`src/rtl/pipeline_sched_pkg.sv`:
```
// Shared types and constants for the pipeline stall/flush scheduler.
package pipeline_sched_pkg;

    // Scheduler FSM states.
    typedef enum logic [1:0] {
        RUN       = 2'd0,
        LU_BUBBLE = 2'd1,
        DRAIN     = 2'd2,
        REDIRECT  = 2'd3
    } sched_state_t;

    // Default performance-counter width.
    localparam int unsigned SCHED_CNT_W  = 32;
    // Default number of per-stage ok_to_proceed votes (IF, ID, EX, MEM, WB).
    localparam int unsigned SCHED_NSTAGE = 5;
    // Architectural register-number width and address width.
    localparam int unsigned SCHED_REG_W  = 5;
    localparam int unsigned SCHED_XLEN   = 64;

    // True when a source operand is actually read and names the given register.
    function automatic logic src_match(
        input logic                   use_src,
        input logic [SCHED_REG_W-1:0] src,
        input logic [SCHED_REG_W-1:0] wd
    );
        return use_src && (src == wd);
    endfunction

endpackage

```
`src/rtl/hazard_cmp.sv`:
```
// Load-use hazard detector: flags an ID instruction that reads the
// destination of a load still sitting in EX. x0 never creates a hazard.
module hazard_cmp
    import pipeline_sched_pkg::*;
(
    input  logic                   i_id_valid,
    input  logic [SCHED_REG_W-1:0] i_id_rs1,
    input  logic [SCHED_REG_W-1:0] i_id_rs2,
    input  logic                   i_id_use_rs1,
    input  logic                   i_id_use_rs2,
    input  logic                   i_ex_load_valid,
    input  logic [SCHED_REG_W-1:0] i_ex_load_wd,
    output logic                   o_lu_hit
);

    logic w_wd_nonzero;
    logic w_rs1_hit;
    logic w_rs2_hit;

    // Compare both sources against the in-flight load destination.
    always_comb begin
        w_wd_nonzero = (i_ex_load_wd != '0);
        w_rs1_hit    = src_match(i_id_use_rs1, i_id_rs1, i_ex_load_wd);
        w_rs2_hit    = src_match(i_id_use_rs2, i_id_rs2, i_ex_load_wd);
        o_lu_hit     = i_id_valid && i_ex_load_valid && w_wd_nonzero
                       && (w_rs1_hit || w_rs2_hit);
    end

endmodule

```
`src/rtl/pipeline_sched.sv`:
```
// Central stall/flush scheduler: global advance enable, load-use bubbles,
// jump flushes, trap drain/redirect and wrap-around performance counters.
module pipeline_sched
    import pipeline_sched_pkg::*;
#(
    parameter int unsigned NSTAGE = SCHED_NSTAGE,
    parameter int unsigned CNT_W  = SCHED_CNT_W
) (
    input  logic                   clk,
    input  logic                   rst,
    input  logic [NSTAGE-1:0]      stage_ok,
    input  logic                   id_valid,
    input  logic [SCHED_REG_W-1:0] id_rs1,
    input  logic [SCHED_REG_W-1:0] id_rs2,
    input  logic                   id_use_rs1,
    input  logic                   id_use_rs2,
    input  logic                   ex_load_valid,
    input  logic [SCHED_REG_W-1:0] ex_load_wd,
    input  logic                   jump_en,
    input  logic                   trap_req,
    input  logic [SCHED_XLEN-1:0]  trap_vec,
    input  logic                   mem_busy,
    output logic                   ok_to_proceed_overall,
    output logic                   hold_if_id,
    output logic                   bubble_id_ex,
    output logic                   flush_if_id,
    output logic                   flush_id_ex,
    output logic                   redirect_valid,
    output logic [SCHED_XLEN-1:0]  redirect_pc,
    output logic [CNT_W-1:0]       stall_cnt,
    output logic [CNT_W-1:0]       bubble_cnt,
    output logic [CNT_W-1:0]       flush_cnt
);

    localparam logic [CNT_W-1:0] CNT_ONE = {{(CNT_W-1){1'b0}}, 1'b1};

    sched_state_t          r_state;
    sched_state_t          w_state_next;
    logic [SCHED_XLEN-1:0] r_vec;
    logic [CNT_W-1:0]      r_stall_cnt;
    logic [CNT_W-1:0]      r_bubble_cnt;
    logic [CNT_W-1:0]      r_flush_cnt;

    logic w_lu_hit;
    logic w_all_ok;
    logic w_adv;
    logic w_ok;
    logic w_hold;
    logic w_bubble;
    logic w_flush_if;
    logic w_flush_ex;
    logic w_redirect;
    logic w_latch_vec;

    hazard_cmp u_hazard_cmp (
        .i_id_valid      (id_valid),
        .i_id_rs1        (id_rs1),
        .i_id_rs2        (id_rs2),
        .i_id_use_rs1    (id_use_rs1),
        .i_id_use_rs2    (id_use_rs2),
        .i_ex_load_valid (ex_load_valid),
        .i_ex_load_wd    (ex_load_wd),
        .o_lu_hit        (w_lu_hit)
    );

    assign w_all_ok = &stage_ok;

    // Next-state and decode outputs; everything is zero-latency from state and inputs.
    always_comb begin
        w_state_next = r_state;
        w_adv        = w_all_ok;
        w_ok         = w_all_ok;
        w_hold       = 1'b0;
        w_bubble     = 1'b0;
        w_flush_if   = 1'b0;
        w_flush_ex   = 1'b0;
        w_redirect   = 1'b0;
        w_latch_vec  = 1'b0;

        case (r_state)
            RUN: begin
                // Trap beats jump: no jump flush in the trap cycle.
                if (trap_req) begin
                    w_state_next = DRAIN;
                    w_latch_vec  = 1'b1;
                end else if (jump_en) begin
                    w_flush_if = 1'b1;
                    w_flush_ex = 1'b1;
                end else if (w_lu_hit && w_adv) begin
                    w_state_next = LU_BUBBLE;
                end
            end
            LU_BUBBLE: begin
                w_hold   = 1'b1;
                w_bubble = 1'b1;
                if (trap_req) begin
                    w_state_next = DRAIN;
                    w_latch_vec  = 1'b1;
                end else if (jump_en) begin
                    // The stalled ID instruction is on the wrong path; flush it instead.
                    w_hold       = 1'b0;
                    w_bubble     = 1'b0;
                    w_flush_if   = 1'b1;
                    w_flush_ex   = 1'b1;
                    w_state_next = RUN;
                end else if (w_adv) begin
                    w_state_next = RUN;
                end
            end
            DRAIN: begin
                // Freeze the pipe until outstanding memory traffic completes.
                w_adv      = 1'b0;
                w_ok       = 1'b0;
                w_flush_if = 1'b1;
                w_flush_ex = 1'b1;
                if (!mem_busy) begin
                    w_state_next = REDIRECT;
                end
            end
            REDIRECT: begin
                w_ok         = 1'b1;
                w_redirect   = 1'b1;
                w_flush_if   = 1'b1;
                w_flush_ex   = 1'b1;
                w_state_next = RUN;
            end
            default: begin
                w_state_next = RUN;
            end
        endcase
    end

    // State register; reset discards any pending redirect.
    always_ff @(posedge clk or posedge rst) begin
        if (rst) begin
            r_state <= RUN;
        end else begin
            r_state <= w_state_next;
        end
    end

    // Trap vector capture, taken only in the cycle the trap is accepted.
    always_ff @(posedge clk or posedge rst) begin
        if (rst) begin
            r_vec <= '0;
        end else if (w_latch_vec) begin
            r_vec <= trap_vec;
        end
    end

    // Wrap-around performance counters.
    always_ff @(posedge clk or posedge rst) begin
        if (rst) begin
            r_stall_cnt  <= '0;
            r_bubble_cnt <= '0;
            r_flush_cnt  <= '0;
        end else begin
            if (!w_ok) begin
                r_stall_cnt <= r_stall_cnt + CNT_ONE;
            end
            if (w_bubble && w_ok) begin
                r_bubble_cnt <= r_bubble_cnt + CNT_ONE;
            end
            if (w_flush_ex) begin
                r_flush_cnt <= r_flush_cnt + CNT_ONE;
            end
        end
    end

    assign ok_to_proceed_overall = w_ok;
    assign hold_if_id            = w_hold;
    assign bubble_id_ex          = w_bubble;
    assign flush_if_id           = w_flush_if;
    assign flush_id_ex           = w_flush_ex;
    assign redirect_valid        = w_redirect;
    assign redirect_pc           = r_vec;
    assign stall_cnt             = r_stall_cnt;
    assign bubble_cnt            = r_bubble_cnt;
    assign flush_cnt             = r_flush_cnt;

endmodule
```
`config.mk`:
```
export PLATFORM = sky130hd
export DESIGN_NAME = pipeline_sched
export DESIGN_NICKNAME = d
export VERILOG_FILES = /design/src/rtl/pipeline_sched_pkg.sv /design/src/rtl/hazard_cmp.sv /design/src/rtl/pipeline_sched.sv
export SDC_FILE = /design/constraint.sdc
export NUM_CORES = 1
export LEC_CHECK = 0
export CAP_MARGIN = 40
export CORE_UTILIZATION = 45
export CTS_CLUSTER_SIZE = 25
export DETAILED_ROUTE_END_ITERATION = 10
export PLACE_DENSITY = 0.79
export SLEW_MARGIN = 40
export SYNTH_ARGS = -nofsm -noshare
export SYNTH_HDL_FRONTEND = slang
export SYNTH_SLANG_ARGS = --single-unit
```
`constraint.sdc`:
```
create_clock -name clk -period 5.6 [get_ports clk]
set_input_delay 0.56 -clock clk [delete_from_list [all_inputs] [get_ports clk]]
set_output_delay 0.56 -clock clk [all_outputs]
set_load 0.01 [all_outputs]
```
==> run_results.csv, run 1 <==
group,metric,value,unit
run_status,outcome,"complete, no violations",
setup_path,worst_setup_path_end_kind,"primary output",
global_routing,grt_max_degree,108,
yosys,synth_top_area_frac,0.5838,
power,ir_worst_vdd,0.0002526,V
finish,utilization,0.6822,
clock_tree,ctsHoldBuffers,0,
placed_design,dp_cells,978,
power,p_clk_frac,0.271,
power,p_per_area,417.4,mW/mm2
floorplan,die_height,126.2,um
global_routing,grt_pass1_wl,27.12,mm
yosys,avgSynthCellArea,12.79,um2
yosys,synth_top_family_by_area,"simple AND/OR/NAND/NOR gates",
finish,final_cells,1010,
global_routing,antenna_found_initial,0,
placed_design,globalplace.congestion,0.8421,
floorplan,num_rows,45,
global_routing,track_usage,0.2189,
finish,nFillCells,1094,
min_path,hold_path_class,"flip-flop to flip-flop",
drt,drc_errors,0,
setup_path,critPathMaxStageDelay,0.56,ns
clock_tree,clk_latency,0.42,ns
floorplan,dieArea,0.01593,mm2
floorplan,fp.coreArea,0.01515,mm2
drt,via_per_inst,5.182,
drt,drt-pass1-iter-count,5,
finish,layout_common_cells,"clkdlybuf4s50_1 (258), dfrtp_1 (162), xnor2_1 (75), mux2_2 (67), nand3_1 (36)",
power,internal-power,3.029,mW
drt,dr_total_vias,5234,
power,power.switching,1.284,mW
sta,rsz0062_at_grt,"no",
placed_design,port_buffers,258,
power,combPwrFrac,0.334,
yosys,synthCells,543,
sta,whs,0.4768,ns
drt,wl,16.86,mm
yosys,synth.area.mux_share,0.1086,
setup_path,start_kind,"input port",
yosys,synthTopCellsByArea,"dfrtp_1 (58%), mux2_2 (11%), xnor2_1 (9.5%)",
power,seqPwrFrac,0.395,
clock_tree,cts_resized,0,
setup_path,worstPathRequired,5.04,ns
drt,detail-route-antenna-nets,0,
drt,drt-met1-wl,6.975,mm
clock_tree,cts_root_buffer,"clkbuf_16",
drt,highest_layer,"met4",
setup_path,crit_top_cell,"clkdlybuf4s50_1",
yosys,seq_area_frac_synth,0.5838,
sta,post-route-period-util,0.5311,
setup_path,crit_path_top_delay_cell,"clkdlybuf4s50_1",
clock_tree,clock_sinks,162,
clock_tree,cts_tree,"built",
yosys,synthAdderAreaFrac,0.005405,
sta,fin_tns_setup,0,ns
floorplan,start_util,0.4585,
setup_path,critPathMaxFanout,8,
sta,layout_min_cycle_time,2.974,ns
yosys,synth_xor_area_frac,0.1299,
drt,drt_iter0_drc,292,
finish,antennaDiodeCount,0,
drt,wl_met3,1.063,mm
yosys,yosysTopAreaCell,"dfrtp_1",
drt,wl_met2,8.587,mm
yosys,syn_area,0.006944,mm2
yosys,yosys_warnings,0,
finish,areaGrowthSynthToFinish,48.79,%
setup_path,crit_chain,"clkdlybuf4s50_1, nor2b_1, nor2_1, inv_1, clkdlybuf4s50_1",
global_routing,first_global_vias,5240,
setup_path,crit_type,"input port to primary output",
finish,final_common_cell,"clkdlybuf4s50_1",
sta,slew_viol_final,0,
sta,finalClockSkew,0.009645,ns
yosys,yosys.area_share.simple,0.1431,
yosys,synth.net_count,639,
finish,nets,905,
power,switching_share,0.2977,
setup_path,worstPathArrival,2.41,ns
sta,setup_viol,0,
yosys,ys_ff_latch,162,
power,power.leakage,4.304,nW
finish,drive_above_1_share,0.1411,
clock_tree,clk_pin_slew_worst_paths,0.06,ns
drt,wl_per_cell,16.69,um
clock_tree,cts.repair_timing.setup_buffer_count,0,
clock_tree,numCtsBuffers,17,
sta,relSlewSlack,0.5125,
sta,max_freq,336.2,MHz
placed_design,hpwl,12.63,mm
global_routing,grt-ovfl-total,0,
yosys,synth_compound_area_frac,0.01171,
sta,hold_violations,0,
floorplan,io_pins,259,
job,max_cap_viol_count,0,
clock_tree,cts_htree_levels,4,
yosys,synth_cell_types,36,
floorplan,die_w,126.2,um
sta,worst_pin_slew,0.7312,ns
clock_tree,cts_buffer_depth,2,
power by group through the flow:
| stage | registers (mW) | logic, mW | clock network (mW) |
|---|---|---|---|
| final | 1.70 | 1.44 | 1.17 |
| after global routing | 1.75 | 1.53 | 1.24 |
| after CTS | 1.70 | 1.46 | 1.20 |
| after detailed placement | 1.72 | 1.45 | 0 |
| after global placement | 1.70 | 1.41 | 0 |
| after floorplan | 1.82 | 0.504 | 0 |
Yosys cell counts, drive strengths merged:
cell type	n
nor3	12
and4	9
buf	11
or3	1
a21oi	1
nand3	37
a2111o	1
and2	5
nand2b	2
and3	11
dfrtp	162
o31a	1
xnor2	75
mux2	67
or4	1
o2111ai	1
xor2	28
or2	1
nor2b	3
nand4	33
nand2	34
a2111oi	1
nor2	21
clkbuf	4
ha	3
nor4	6
o31ai	2
inv	10
flip-flops by register name (all words and copies together), names as in the netlist:
| signal | flops |
|---|---|
| bubble_cnt | 32 |
| flush_cnt | 32 |
| r_state | 2 |
| redirect_pc | 64 |
| stall_cnt | 32 |
routing by layer:
layer  up-vias  track usage
li1       2424            -
met1      2597       0.2668
met2       195       0.3754
met3        18      0.05692
met4         0      0.07725
met5         -            0
final cells by class:
| type | count | area [um2] | area share |
|---|---|---|---|
| sequential | 162 | 4054 | 0.3923 |
| multi-input combinational | 356 | 2781 | 0.2692 |
| timing repair buffer | 262 | 2620 | 0.2536 |
| clock buffer | 17 | 425.4 | 0.04117 |
| tap | 188 | 235.2 | 0.02277 |
| clock inverter | 15 | 171.4 | 0.01659 |
| inverter | 10 | 45.04 | 0.004359 |
worst max-delay path: cells and delay by family:
kind,cells,cell delay (ns)
buffers and inverters,3,1.31
AND/OR/NAND/NOR,2,0.53
per-stage QoR:
stage          setup slack [ns]  instance area, um2  power, mW
2_1_floorplan            0.6634                6944      2.328
3_3_place_gp              2.631                9713      3.111
3_5_place_dp              2.635                9736      3.174
4_1_cts                   2.623               10330      4.358
5_1_grt                   2.462               10330      4.520
6_report                  2.626               10330      4.312
logic make-up after synthesis:
family / after synthesis
XOR/XNOR: 103
buffers and inverters: 25
AND/OR/NAND/NOR: 176
flip-flops: 162
multiplexers: 67
AO/OA/AOI/OAI: 7
adder cells (fa/ha/maj): 3
path summary, 6_finish.rpt:
check	from	to	slack, ns	depth (start not counted)
worst max-delay path	trap_req	flush_if_id	2.63	5
worst min-delay path	flush_cnt[31]$_DFFE_PP0P_	flush_cnt[31]$_DFFE_PP0P_	0.48	1
worst max register to register	r_state[1]$_DFFE_PP0P_	flush_cnt[29]$_DFFE_PP0P_	3.56	5
worst min register to register	flush_cnt[31]$_DFFE_PP0P_	flush_cnt[31]$_DFFE_PP0P_	0.48	1
max in group asynchronous	rst	bubble_cnt[25]$_DFFE_PP0P_	3.71	3
min in group asynchronous	rst	redirect_pc[38]$_DFFE_PP0P_	0.65	2
(Power assumes the default switching activity.)
==> run 2: changes to the inputs <==
==> constraint.sdc (replaced) <==
create_clock -name clk -period 2.9 [get_ports clk]
set_input_delay 0.29 -clock clk [delete_from_list [all_inputs] [get_ports clk]]
set_output_delay 0.29 -clock clk [all_outputs]
set_load 0.01 [all_outputs]
==> run_results.csv, run 2 (same netlist as run 1, synthesis figures left out) <==
group,metric,value,unit
finish,areaGrowthSynthToFinish,49.86,%
sta,fin_tns_setup,0,ns
drt,wl_per_cell,16.84,um
setup_path,reg2reg_from,"r_state[1]$_DFFE_PP0P_",
floorplan,fp.coreArea,0.01515,mm2
setup_path,worst_setup_path_end_kind,"primary output",
global_routing,track_usage,0.2242,
clock_tree,numCtsBuffers,17,
job,max_cap_viol_count,0,
finish,utilization,0.6871,
sta,relSlewSlack,0.5572,
finish,layout_common_cells,"clkdlybuf4s50_1 (258), dfrtp_1 (162), xnor2_1 (75), mux2_2 (67), nand3_1 (36)",
sta,whs,0.1693,ns
clock_tree,clk_latency,0.41,ns
sta,setup_viol,0,
sta,max_freq,416.7,MHz
global_routing,grt_pass1_wl,27.76,mm
placed_design,port_buffers,258,
setup_path,worstPathRequired,2.61,ns
drt,wl,17.08,mm
floorplan,start_util,0.4585,
clock_tree,cts_buffer_depth,2,
floorplan,die_height,126.2,um
finish,nFillCells,1069,
drt,detail-route-antenna-nets,0,
clock_tree,clock_sinks,162,
clock_tree,cts_htree_levels,4,
power,power.leakage,4.345,nW
power,ir_worst_vdd,0.0003785,V
setup_path,timing.rr.end,"flush_cnt[27]$_DFFE_PP0P_",
sta,post-route-period-util,0.8276,
sta,slew_viol_final,0,
placed_design,globalplace.congestion,0.8519,
finish,final_common_cell,"clkdlybuf4s50_1",
global_routing,grt_max_degree,57,
clock_tree,cts_tree,"built",
setup_path,r2r_cells,5,
clock_tree,cts.repair_timing.setup_buffer_count,0,
global_routing,antenna_found_initial,0,
drt,dr_total_vias,5175,
drt,via_per_inst,5.104,
finish,final_cells,1014,
setup_path,crit_type,"flip-flop to primary output",
setup_path,start_kind,"flip-flop",
sta,rsz0062_at_grt,"no",
drt,drt_iter0_drc,175,
finish,nets,911,
clock_tree,ctsHoldBuffers,0,
clock_tree,cts_resized,0,
sta,layout_min_cycle_time,2.400,ns
setup_path,critPathMaxFanout,9,
floorplan,num_rows,45,
sta,finalClockSkew,0.01187,ns
clock_tree,cts_root_buffer,"clkbuf_16",
sta,hold_violations,0,
global_routing,first_global_vias,5243,
finish,largest_reg_flops,64,
sta,worst_pin_slew,0.6591,ns
power,p_per_area,796.1,mW/mm2
global_routing,grt-ovfl-total,0,
finish,drive_above_1_share,0.1404,
clock_tree,clk_pin_slew_worst_paths,0.06,ns
placed_design,dp_cells,983,
floorplan,die_w,126.2,um
drt,drt-pass1-iter-count,4,
run_status,outcome,"complete, no violations",
floorplan,dieArea,0.01593,mm2
setup_path,reg2reg_slack,0.87,ns
floorplan,io_pins,259,
setup_path,worstPathArrival,2.11,ns
min_path,hold_path_class,"input port to asynchronous set/reset pin",
placed_design,hpwl,12.81,mm
drt,drc_errors,0,
finish,antennaDiodeCount,0,
run 2: cell count changes in the layout (fill, tap and decap cells not counted), sizes merged:
| cell | before | now |
|---|---|---|
| inv | 17 | 10 |
| clkinvlp | 3 | 2 |
| clkinv | 3 | 5 |
| clkbuf | 17 | 20 |
| bufinv | 2 | 3 |
| buf | 4 | 10 |
run 2: through the flow:
| stage | setup WS (ns) | instance area [um2] | power, mW |
|---|---|---|---|
| 6_report | 0.5001 | 10410 | 8.285 |
| 5_1_grt | 0.3603 | 10410 | 8.721 |
| 4_1_cts | 0.4907 | 10380 | 8.357 |
| 3_5_place_dp | 0.5351 | 9807 | 6.135 |
| 3_3_place_gp | 0.5532 | 9807 | 6.047 |
| 2_1_floorplan | 0.5532 | 6948 | 4.496 |
run 2: area by class of cell:
class                           instances  area [um2]  area share
Sequential cell                       162        4054      0.3896
Multi-Input combinational cell        356        2776      0.2668
Timing Repair Buffer                  268        2728      0.2621
Clock buffer                           20       436.7     0.04196
Tap cell                              188       235.2     0.02260
Clock inverter                         10       135.1     0.01299
Inverter                               10       41.29    0.003968
run 2: how the worst max path moves through the flow:
| stage | startpoint | to | slack [ns] |
|---|---|---|---|
| 2_1_floorplan | rst | bubble_cnt[0]$_DFFE_PP0P_ | 0.55 |
| 3_3_place_gp | jump_en | flush_id_ex | 0.55 |
| 3_5_place_dp | jump_en | flush_id_ex | 0.54 |
| 4_1_cts | r_state[1]$_DFFE_PP0P_ | flush_id_ex | 0.49 |
| 5_1_grt | r_state[1]$_DFFE_PP0P_ | flush_id_ex | 0.36 |
| 6_report | r_state[1]$_DFFE_PP0P_ | flush_id_ex | 0.50 |
run 2: power breakdown:
group	switching [mW]	internal [mW]	leakage [nW]	total (mW)
sequential	0.424	2.85	2.07	3.28
combinational	1.08	1.73	1.99	2.81
clock	0.858	1.34	0.280	2.20
run 2: critical path: stages, from the launching register on:
cell             delay, ns
dfrtp_1               0.51
nor2_1                0.45
inv_1                 0.21
clkdlybuf4s50_1       0.53
run 2: routing by layer:
layer  up-vias  GRT usage  wire length [um]
met2       192     0.3864              8585
li1       2433          -                 -
met3        20    0.05905              1066
met1      2530     0.2721              7162
met5         -          0                 0
met4         0    0.07654               265
==> run 3: changes to the inputs <==
==> constraint.sdc (replaced) <==
create_clock -name clk -period 2.4 [get_ports clk]
set_input_delay 0.24 -clock clk [delete_from_list [all_inputs] [get_ports clk]]
set_output_delay 0.24 -clock clk [all_outputs]
set_load 0.01 [all_outputs]
==> run_results.csv, run 3 (same netlist as run 1, synthesis figures left out) <==
group,metric,value,unit
clock_tree,cts_root_buffer,"clkbuf_16",
clock_tree,numCtsBuffers,17,
floorplan,dieArea,0.01593,mm2
job,max_cap_viol_count,0,
drt,wl_per_cell,16.64,um
power,power.leakage,4.365,nW
drt,wl,16.99,mm
drt,drt-pass1-iter-count,4,
min_path,hold_path_class,"input port to asynchronous set/reset pin",
sta,slew_viol_final,0,
clock_tree,cts_resized,0,
global_routing,antenna_found_initial,1,
finish,areaGrowthSynthToFinish,50.41,%
sta,post-route-period-util,0.9164,
setup_path,crit_path_top_delay_cell,"clkdlybuf4s50_1",
sta,rsz0062_at_grt,"no",
clock_tree,cts_htree_levels,4,
placed_design,port_buffers,258,
sta,finalClockSkew,0.01135,ns
sta,layout_min_cycle_time,2.199,ns
sta,setup_viol,0,
sta,whs,0.2977,ns
clock_tree,cts.repair_timing.setup_buffer_count,0,
finish,nFillCells,1056,
finish,largest_reg_flops,64,
clock_tree,cts_buffer_depth,2,
setup_path,crit_chain,"o31ai_2, clkdlybuf4s50_1",
sta,max_freq,454.7,MHz
setup_path,worstPathRequired,2.16,ns
sta,hold_violations,0,
floorplan,start_util,0.4585,
global_routing,grt_pass1_wl,27.92,mm
setup_path,start_kind,"flip-flop",
global_routing,first_global_vias,5323,
floorplan,num_rows,45,
power,ir_worst_vdd,0.0005407,V
setup_path,worstPathArrival,1.96,ns
global_routing,grt-ovfl-total,0,
floorplan,die_w,126.2,um
finish,utilization,0.6896,
floorplan,io_pins,259,
finish,layout_common_cells,"clkdlybuf4s50_1 (258), dfrtp_1 (162), xnor2_1 (75), mux2_2 (67), nand3_1 (36)",
finish,final_common_cell,"clkdlybuf4s50_1",
setup_path,critPathMaxFanout,9,
setup_path,critPathMaxStageDelay,0.62,ns
power,switching_share,0.2919,
drt,drc_errors,0,
finish,nets,916,
floorplan,fp.coreArea,0.01515,mm2
clock_tree,clk_pin_slew_worst_paths,0.06,ns
finish,final_cells,1021,
setup_path,worst_setup_path_end_kind,"primary output",
sta,relSlewSlack,0.5703,
clock_tree,ctsHoldBuffers,0,
clock_tree,clock_sinks,162,
sta,fin_tns_setup,0,ns
floorplan,die_height,126.2,um
global_routing,track_usage,0.2267,
finish,drive_above_1_share,0.1502,
global_routing,grt_max_degree,99,
drt,dr_total_vias,5249,
setup_path,cp_num_buf_inv,1,
placed_design,globalplace.congestion,0.8860,
drt,via_per_inst,5.141,
power,power.switching,2.943,mW
clock_tree,cts_tree,"built",
power,internal-power,7.140,mW
clock_tree,clk_latency,0.43,ns
setup_path,critPathTopFamily,"buffers and inverters",
placed_design,dp_cells,989,
setup_path,crit_type,"flip-flop to primary output",
drt,drt_iter0_drc,189,
drt,detail-route-antenna-nets,0,
power,combPwrFrac,0.339,
power,p_per_area,965.3,mW/mm2
run_status,outcome,"complete, no violations",
sta,worst_pin_slew,0.6396,ns
power,seqPwrFrac,0.394,
power,p_clk_frac,0.267,
placed_design,hpwl,12.93,mm
run 3: path summary, 6_finish.rpt:
kind	end	start	cells past startpoint	slack [ns]
setup / recovery	ok_to_proceed_overall	r_state[1]$_DFFE_PP0P_	2	0.20
hold / removal	redirect_pc[37]$_DFFE_PP0P_	rst	3	0.30
setup reg to reg	stall_cnt[28]$_DFFE_PP0N_	r_state[1]$_DFFE_PP0P_	6	0.48
hold reg to reg	flush_cnt[29]$_DFFE_PP0P_	flush_cnt[29]$_DFFE_PP0P_	1	0.49
max in group asynchronous	redirect_pc[13]$_DFFE_PP0P_	rst	3	1.65
min in group clk	redirect_pc[48]$_DFFE_PP0P_	trap_vec[48]	2	0.42
run 3: worst min-delay path: cells and delay by family:
kind                   cells  cell delay [ns]
buffers and inverters      3             0.87
run 3: area by class of cell:
class | count | area [um2] | area share
clock inverters | 13 | 151.4 | 0.01449
diodes | 1 | 2.502 | 0.0002396
repair buffers | 273 | 2745 | 0.2628
well taps | 188 | 235.2 | 0.02252
flip-flops and latches | 162 | 4054 | 0.3881
clock buffers | 18 | 439.2 | 0.04205
inverters | 10 | 41.29 | 0.003953
multi-input cells | 356 | 2776 | 0.2658
run 3: metal layers:
layer / GRT usage / vias up / share of wire
met5: 0 / - / 0
met4: 0.09001 / 0 / 0.017
met3: 0.07009 / 23 / 0.063
met2: 0.3793 / 185 / 0.50
met1: 0.2733 / 2592 / 0.42
li1: - / 2449 / -
run 3: power groups by stage:
stage | Clock, mW | Sequential (mW) | Combinational, mW
floorplan | 0 | 4.26 | 1.18
global placement | 0 | 3.97 | 3.39
detailed placement | 0 | 4.02 | 3.46
CTS | 2.75 | 3.97 | 3.47
global route | 2.88 | 4.07 | 3.64
finish | 2.69 | 3.97 | 3.42
run 3: stage by stage:
step | total power [mW] | setup slack, ns | instance area (um2)
after floorplan | 5.433 | 0.1032 | 6948
after detailed placement | 7.476 | 0.2783 | 9852
after CTS | 10.19 | 0.1846 | 10440
final | 10.08 | 0.2006 | 10450
after global placement | 7.358 | 0.3092 | 9852
after global routing | 10.59 | 0.1220 | 10450
